### config.mk
export PLATFORM = sky130hd
export DESIGN_NAME = fetch_unit_flat
export DESIGN_NICKNAME = d
export VERILOG_FILES = /design/src/rtl/fetch_pkg.sv /design/src/rtl/fetch_unit_if.sv /design/src/rtl/fetch_unit.sv /design/src/flat_wrapper.sv
export SDC_FILE = /design/constraint.sdc
export NUM_CORES = 1
export LEC_CHECK = 0
export CORE_MARGIN = 2
export CORE_UTILIZATION = 40
export CTS_BUF_LIST = sky130_fd_sc_hd__clkbuf_2
export CTS_CLUSTER_SIZE = 8
export DETAILED_ROUTE_END_ITERATION = 10
export HOLD_SLACK_MARGIN = 0.12
export PLACE_DENSITY = 0.94
export SLEW_MARGIN = 40
export SYNTH_ARGS = -nofsm -noshare
export SYNTH_HDL_FRONTEND = slang
export SYNTH_SLANG_ARGS = --single-unit
### constraint.sdc
create_clock -name clk -period 4.1 [get_ports clk]
set_clock_uncertainty 0.05 [all_clocks]
set_input_delay 1.025 -clock clk [delete_from_list [all_inputs] [get_ports clk]]
set_output_delay 1.025 -clock clk [all_outputs]
set_load 0.03 [all_outputs]
### src/rtl/fetch_pkg.sv
// Shared types and constants for the instruction-fetch stage.
package fetch_pkg;

  typedef enum logic [1:0] {
    FETCH = 2'd0,
    WAIT  = 2'd1,
    HOLD  = 2'd2,
    DRAIN = 2'd3
  } fetch_state_t;

  localparam int          PC_INC_DEFAULT = 4;
  localparam logic [31:0] MISALIGN_INSTR = '0;

endpackage

### src/rtl/fetch_unit_if.sv
// Bundle of PC, instruction-memory and decode handshake signals around the fetch stage.
interface fetch_unit_if #(
  parameter int ADDR_W = 32,
  parameter int DATA_W = 32
);

  logic [ADDR_W-1:0] pc;
  logic [ADDR_W-1:0] pc_next;
  logic              redirect_valid;
  logic [ADDR_W-1:0] redirect_pc;
  logic              imem_req;
  logic [ADDR_W-1:0] imem_addr;
  logic              imem_gnt;
  logic              imem_rvalid;
  logic [DATA_W-1:0] imem_rdata;
  logic              instr_valid;
  logic              instr_ready;
  logic [DATA_W-1:0] instr;
  logic [ADDR_W-1:0] instr_pc;
  logic              instr_misalign;

  // master is the fetch unit; slave is the PC/memory/decode environment
  modport master (
    input  pc, redirect_valid, redirect_pc, imem_gnt, imem_rvalid, imem_rdata, instr_ready,
    output pc_next, imem_req, imem_addr, instr_valid, instr, instr_pc, instr_misalign
  );

  modport slave (
    output pc, redirect_valid, redirect_pc, imem_gnt, imem_rvalid, imem_rdata, instr_ready,
    input  pc_next, imem_req, imem_addr, instr_valid, instr, instr_pc, instr_misalign
  );

endinterface

### src/rtl/fetch_unit.sv
// Instruction fetch: one outstanding imem read per instruction, registered handoff to decode,
// and next-PC selection (hold / increment / redirect) for the upstream PC register.
module fetch_unit
  import fetch_pkg::*;
#(
  parameter int                ADDR_W   = 32,
  parameter int                DATA_W   = 32,
  parameter int                PC_INC   = PC_INC_DEFAULT,
  parameter logic [ADDR_W-1:0] RESET_PC = '0
) (
  input  logic         clk,
  input  logic         clr_n,
  fetch_unit_if.master bus
);

  fetch_state_t      state_q, state_d;
  logic              valid_q, valid_d;
  logic              mis_q, mis_d;
  logic [DATA_W-1:0] instr_q, instr_d;
  logic [ADDR_W-1:0] instr_pc_q, instr_pc_d;

  logic              req_c;
  logic [ADDR_W-1:0] pc_next_c;
  logic              misaligned;
  logic [ADDR_W-1:0] pc_inc;

  assign misaligned = |bus.pc[1:0];
  assign pc_inc     = bus.pc + ADDR_W'(PC_INC);

  always_comb begin
    state_d    = state_q;
    valid_d    = valid_q;
    mis_d      = mis_q;
    instr_d    = instr_q;
    instr_pc_d = instr_pc_q;
    req_c      = 1'b0;
    pc_next_c  = bus.pc;

    unique case (state_q)
      FETCH: begin
        if (bus.redirect_valid) begin
          pc_next_c = bus.redirect_pc;
        end else if (misaligned) begin
          // A misaligned PC never reaches memory; decode gets a flagged null word instead.
          valid_d    = 1'b1;
          mis_d      = 1'b1;
          instr_d    = DATA_W'(MISALIGN_INSTR);
          instr_pc_d = bus.pc;
          state_d    = HOLD;
        end else begin
          req_c = 1'b1;
          if (bus.imem_gnt) begin
            pc_next_c  = pc_inc;
            instr_pc_d = bus.pc;
            state_d    = WAIT;
          end
        end
      end
      WAIT: begin
        if (bus.redirect_valid) begin
          pc_next_c = bus.redirect_pc;
          state_d   = bus.imem_rvalid ? FETCH : DRAIN;
        end else if (bus.imem_rvalid) begin
          valid_d = 1'b1;
          mis_d   = 1'b0;
          instr_d = bus.imem_rdata;
          state_d = HOLD;
        end
      end
      HOLD: begin
        if (bus.redirect_valid) begin
          pc_next_c = bus.redirect_pc;
          valid_d   = 1'b0;
          state_d   = FETCH;
        end else if (bus.instr_ready) begin
          valid_d = 1'b0;
          state_d = FETCH;
        end
      end
      DRAIN: begin
        if (bus.redirect_valid) begin
          pc_next_c = bus.redirect_pc;
        end
        // The stale response retires the outstanding request even if a new redirect arrives.
        if (bus.imem_rvalid) begin
          state_d = FETCH;
        end
      end
    endcase

    if (!clr_n) begin
      req_c     = 1'b0;
      pc_next_c = RESET_PC;
    end
  end

  always_ff @(posedge clk or negedge clr_n) begin
    if (!clr_n) begin
      state_q    <= FETCH;
      valid_q    <= 1'b0;
      mis_q      <= 1'b0;
      instr_q    <= '0;
      instr_pc_q <= '0;
    end else begin
      state_q    <= state_d;
      valid_q    <= valid_d;
      mis_q      <= mis_d;
      instr_q    <= instr_d;
      instr_pc_q <= instr_pc_d;
    end
  end

  assign bus.imem_req       = req_c;
  assign bus.imem_addr      = bus.pc;
  assign bus.pc_next        = pc_next_c;
  assign bus.instr_valid    = valid_q;
  assign bus.instr          = instr_q;
  assign bus.instr_pc       = instr_pc_q;
  assign bus.instr_misalign = mis_q;

endmodule
### src/flat_wrapper.sv
// flat-port wrapper written by rule: the top's interface ports become plain ports
module fetch_unit_flat import fetch_pkg::*;
#(
  parameter int                ADDR_W   = 32,
  parameter int                DATA_W   = 32,
  parameter int                PC_INC   = PC_INC_DEFAULT,
  parameter logic [ADDR_W-1:0] RESET_PC = '0
)
  (clk, clr_n, bus_pc, bus_redirect_valid, bus_redirect_pc, bus_imem_gnt, bus_imem_rvalid, bus_imem_rdata, bus_instr_ready, bus_pc_next, bus_imem_req, bus_imem_addr, bus_instr_valid, bus_instr, bus_instr_pc, bus_instr_misalign);
  fetch_unit_if #(.ADDR_W(ADDR_W), .DATA_W(DATA_W)) bus_i ();
  input  logic clk;
  input  logic clr_n;
  input wire logic [$bits(bus_i.pc)-1:0] bus_pc;
  input wire logic [$bits(bus_i.redirect_valid)-1:0] bus_redirect_valid;
  input wire logic [$bits(bus_i.redirect_pc)-1:0] bus_redirect_pc;
  input wire logic [$bits(bus_i.imem_gnt)-1:0] bus_imem_gnt;
  input wire logic [$bits(bus_i.imem_rvalid)-1:0] bus_imem_rvalid;
  input wire logic [$bits(bus_i.imem_rdata)-1:0] bus_imem_rdata;
  input wire logic [$bits(bus_i.instr_ready)-1:0] bus_instr_ready;
  output wire logic [$bits(bus_i.pc_next)-1:0] bus_pc_next;
  output wire logic [$bits(bus_i.imem_req)-1:0] bus_imem_req;
  output wire logic [$bits(bus_i.imem_addr)-1:0] bus_imem_addr;
  output wire logic [$bits(bus_i.instr_valid)-1:0] bus_instr_valid;
  output wire logic [$bits(bus_i.instr)-1:0] bus_instr;
  output wire logic [$bits(bus_i.instr_pc)-1:0] bus_instr_pc;
  output wire logic [$bits(bus_i.instr_misalign)-1:0] bus_instr_misalign;
  assign bus_i.pc = bus_pc;
  assign bus_i.redirect_valid = bus_redirect_valid;
  assign bus_i.redirect_pc = bus_redirect_pc;
  assign bus_i.imem_gnt = bus_imem_gnt;
  assign bus_i.imem_rvalid = bus_imem_rvalid;
  assign bus_i.imem_rdata = bus_imem_rdata;
  assign bus_i.instr_ready = bus_instr_ready;
  assign bus_pc_next = bus_i.pc_next;
  assign bus_imem_req = bus_i.imem_req;
  assign bus_imem_addr = bus_i.imem_addr;
  assign bus_instr_valid = bus_i.instr_valid;
  assign bus_instr = bus_i.instr;
  assign bus_instr_pc = bus_i.instr_pc;
  assign bus_instr_misalign = bus_i.instr_misalign;
  fetch_unit #(.ADDR_W(ADDR_W), .DATA_W(DATA_W), .PC_INC(PC_INC), .RESET_PC(RESET_PC)) u_core (.clk(clk), .clr_n(clr_n), .bus(bus_i));
endmodule
==> impl_results.md <==
* Crit path required time at 3.02 ns
* Global routing's busiest layer: met2
* FF-to-FF Start: u_core.state_q[1]
* Skew-Pair Late Insertion Delay at 0.51 ns
* Crit share post-route at 1.01
* Worst-path clk slew at 0.18 ns
* Area taken by multi-input logic gates at 2280 um^2
* TNS Setup at -0.116 ns
* H-Tree Depth at 3
* Clock tree sinks at 68
* Total wire length at 16600 um
* P_int at 0.00220 W
* Largest stage delay on the critical path at 0.52 ns
* Top-area cell type share of the netlist area at 0.404
* Io pins at 233
* Final WS setup at -0.0606 ns
* Vias per inst at 5.56
* Number of flops mapped to enable cells by yosys at 0
* Buffers added on ports at 232
* CTS tree: done
* Remaining Overflow, GRT at 0
* Global-route wire length before repair at 25000 um
* Warnings, synthesis at 0
* Slew Viols, Final at 0
* Critical path type: in2out
* Avg Inst Size Synth at 8.71 um^2
* Synth cell types at 45
* Grt met1 use at 0.309
* Slew of the pin with the lowest slew margin at 0.695 ns
* Cells after Synth at 484
* Syn_nets at 591
* CP max FO at 4
* Pre-antenna DRT Iters at 5
* Synth area leaders: dfrtp_1 (40%), mux2_2 (8.8%), nand2_1 (6.8%)
* Initial Util at 0.410
* P&R area growth vs syn at 70.8%
* Post-CTS Hold Fix Bufs at 0
* Die W at 107 um
* Status: complete, but fails checks
* Slowest CP cell: clkdlybuf4s50_1
* Min-delay worst type: in2async
* Worst setup EP type: output pin
* Vias in the first global route at 5031
* Floorplan row count at 37
* Met2 Use GR at 0.500
* Layout cells sized above 1 at 0.256
* Post-synthesis sequential area ratio at 0.404
* Prevailing post-synth register cell: dfrtp_1
* # DRC at 0
* CTS buffer count at 9
* Pin count of the biggest net entering global routing at 56
* Seq pwr share at 0.284
* Startpoint Class: input port
* Worst Setup SP: bus_pc[19]
* Clock power frac at 0.134
* Total number of vias at 4902
* Worst path cell trace: clkdlybuf4s50_1 -> nand4_1 -> buf_4 -> or3_1 -> or3_1 -> a31oi_1 -> buf_4
* Worst Path Arrival at 3.09 ns
* DIE AREA at 11400 um^2
* Gr usage total at 0.280
* Final #Nets at 847
* Number of DRC markers in iteration 0 at 406
* Leak pwr at 3.21 nW
* Met3 Use GR at 0.0760
* Max Cap Violations at 0
* Register area at 1700 um^2
* Final setup fails at 3
* Tmin final at 4.16 ns
* Unrepaired setup endpoints after global routing: true
* Initial antenna violation count at 0
* Switching Fraction at 0.439
* Final Util at 0.701
* Fin cells at 882
* CTS Root Cell: clkbuf_2
* Antenna-violating nets left at 0
* #FFs+latches synth at 68
* Mapped cell area at 4220 um^2
* Area leader, netlist: dfrtp_1
* P_sw at 0.00172 W
* Placed cell count at 853
* WL/cell at 18.8 um
* Relative slew slack at 0.537
* Maximum clock rate at 0.240 GHz
* VDD IR max at 0.000352 V
* Total power at 0.00393 W
* Cell Pwr Density at 546 nW/um^2
* Hpwl dp at 12100 um
* GP Congestion at 0.880
* Fill count at 736
* Die height at 107 um
* Logic pwr share at 0.582
* Failing checks: setup timing
* CTS max path bufs at 2
* Synth async-reset ratio at 1.00
* Core area at 10300 um^2
* Final Hold Vio Count at 0
repair_timing:
item	in CTS	in global routing
endpoints found under the hold margin	0	0
resized for setup	35	24
gates cloned	0	0
setup endpoints to repair	17	18
setup buffers	6	6
pin swaps	15	10
power by group through the flow:
stage / clock (W) / sequential [W] / combinational [W]
after CTS: 0.000542 / 0.00111 / 0.00223
after global routing: 0.000567 / 0.00115 / 0.00241
final: 0.000526 / 0.00112 / 0.00229
after global placement: 0 / 0.00110 / 0.00217
after floorplan: 0 / 0.00165 / 0.000700
after detailed placement: 0 / 0.00113 / 0.00222
metal layers:
metal,part of all wire,wire [um]
met1,0.35,5860
met2,0.52,8560
met3,0.10,1680
met4,0.030,505
met5,0,0
layout make-up:
cell class | instances | share of cell area
diodes | 1 | 0.000348
clock buffers | 10 | 0.00695
clock inverters | 6 | 0.0156
inverters | 13 | 0.00678
multi-input cells | 340 | 0.317
flip-flops and latches | 68 | 0.236
well taps | 136 | 0.0236
repair buffers | 308 | 0.393
through the flow:
| stage | setup slack [ns] | hold WS (ns) | instance area [um^2] |
|---|---|---|---|
| after floorplan | 0.0689 | 0.483 | 4240 |
| after global placement | -0.370 | 0.398 | 6800 |
| after detailed placement | -0.467 | 0.405 | 6800 |
| after CTS | -0.00740 | 0.248 | 7060 |
| after global routing | -0.0985 | 0.273 | 7200 |
| final | -0.0606 | 0.304 | 7200 |
worst max-delay path, delay by kind of cell:
family	cells	cell delay [ns]
and+or+nand+nor	3	0.93
buffers and inverters	3	0.91
AOI/OAI and AO/OA	1	0.22
cells by family after synthesis:
group	synth area share
xor+xnor	0.0166
flops	0.404
simple gates	0.257
compound gates	0.111
buf+inv	0.0968
mux	0.100
fa+ha+maj	0.0148
flip-flops by register name (all words and copies together) (netlist names):
| signal | cells |
|---|---|
| u_core.state_q | 2 |
| u_core.bus.instr_pc | 32 |
| u_core.bus.instr_valid | 1 |
| u_core.bus.instr_misalign | 1 |
| u_core.bus.instr | 32 |
path summary, 6_finish.rpt:
| kind | cells after the start | to | slack, ns |
|---|---|---|---|
| hold / removal | 1 | u_core.bus.instr_pc[27] | 0.30 |
| hold reg to reg | 2 | u_core.bus.instr[8] | 0.44 |
| max in group asynchronous | 2 | u_core.state_q[1] | 2.74 |
| setup reg to reg | 7 | u_core.bus.instr[24] | 1.55 |
| setup / recovery | 7 | bus_pc_next[23] | -0.06 |
| min in group clk | 2 | u_core.bus.instr[8] | 0.44 |
Yosys cell counts (2+ instances only):
master / number
a311oi_1: 9
or4_1: 4
and3_1: 2
nand4bb_1: 2
nand2b_1: 2
a211o_1: 2
nor4_1: 10
nor3_1: 12
nand3_1: 49
a31oi_1: 4
mux2i_1: 5
inv_1: 13
clkbuf_1: 28
o221ai_1: 2
a21o_1: 2
nand4_1: 8
dfrtp_1: 68
nor3b_1: 2
nand2_1: 76
buf_4: 32
o21ai_0: 32
a211oi_1: 7
o211ai_1: 2
a21oi_1: 9
mux2_2: 33
buf_2: 2
ha_1: 5
nor2_1: 21
or3_1: 9
nor4_2: 2
xnor2_1: 7
o31ai_1: 2
and4_1: 7
nor2b_1: 3
cells in the final DEF (no fill, tap or decap), drive strengths merged, types with 7 or more instances in the layout:
| cell | Yosys | routed |
|---|---|---|
| a211oi | 7 | 7 |
| a21oi | 9 | 9 |
| a311oi | 9 | 9 |
| and4 | 7 | 7 |
| buf | 35 | 109 |
| clkbuf | 28 | 11 |
| clkdlybuf4s50 | 0 | 176 |
| dfrtp | 68 | 68 |
| dlygate4sd2 | 0 | 13 |
| inv | 13 | 13 |
| mux2 | 33 | 33 |
| nand2 | 76 | 76 |
| nand3 | 49 | 49 |
| nand4 | 8 | 8 |
| nor2 | 21 | 21 |
| nor3 | 12 | 12 |
| nor4 | 12 | 12 |
| o21ai | 32 | 32 |
| or3 | 9 | 9 |
| xnor2 | 7 | 7 |
Note: power is estimated with default switching activity, not from simulation.
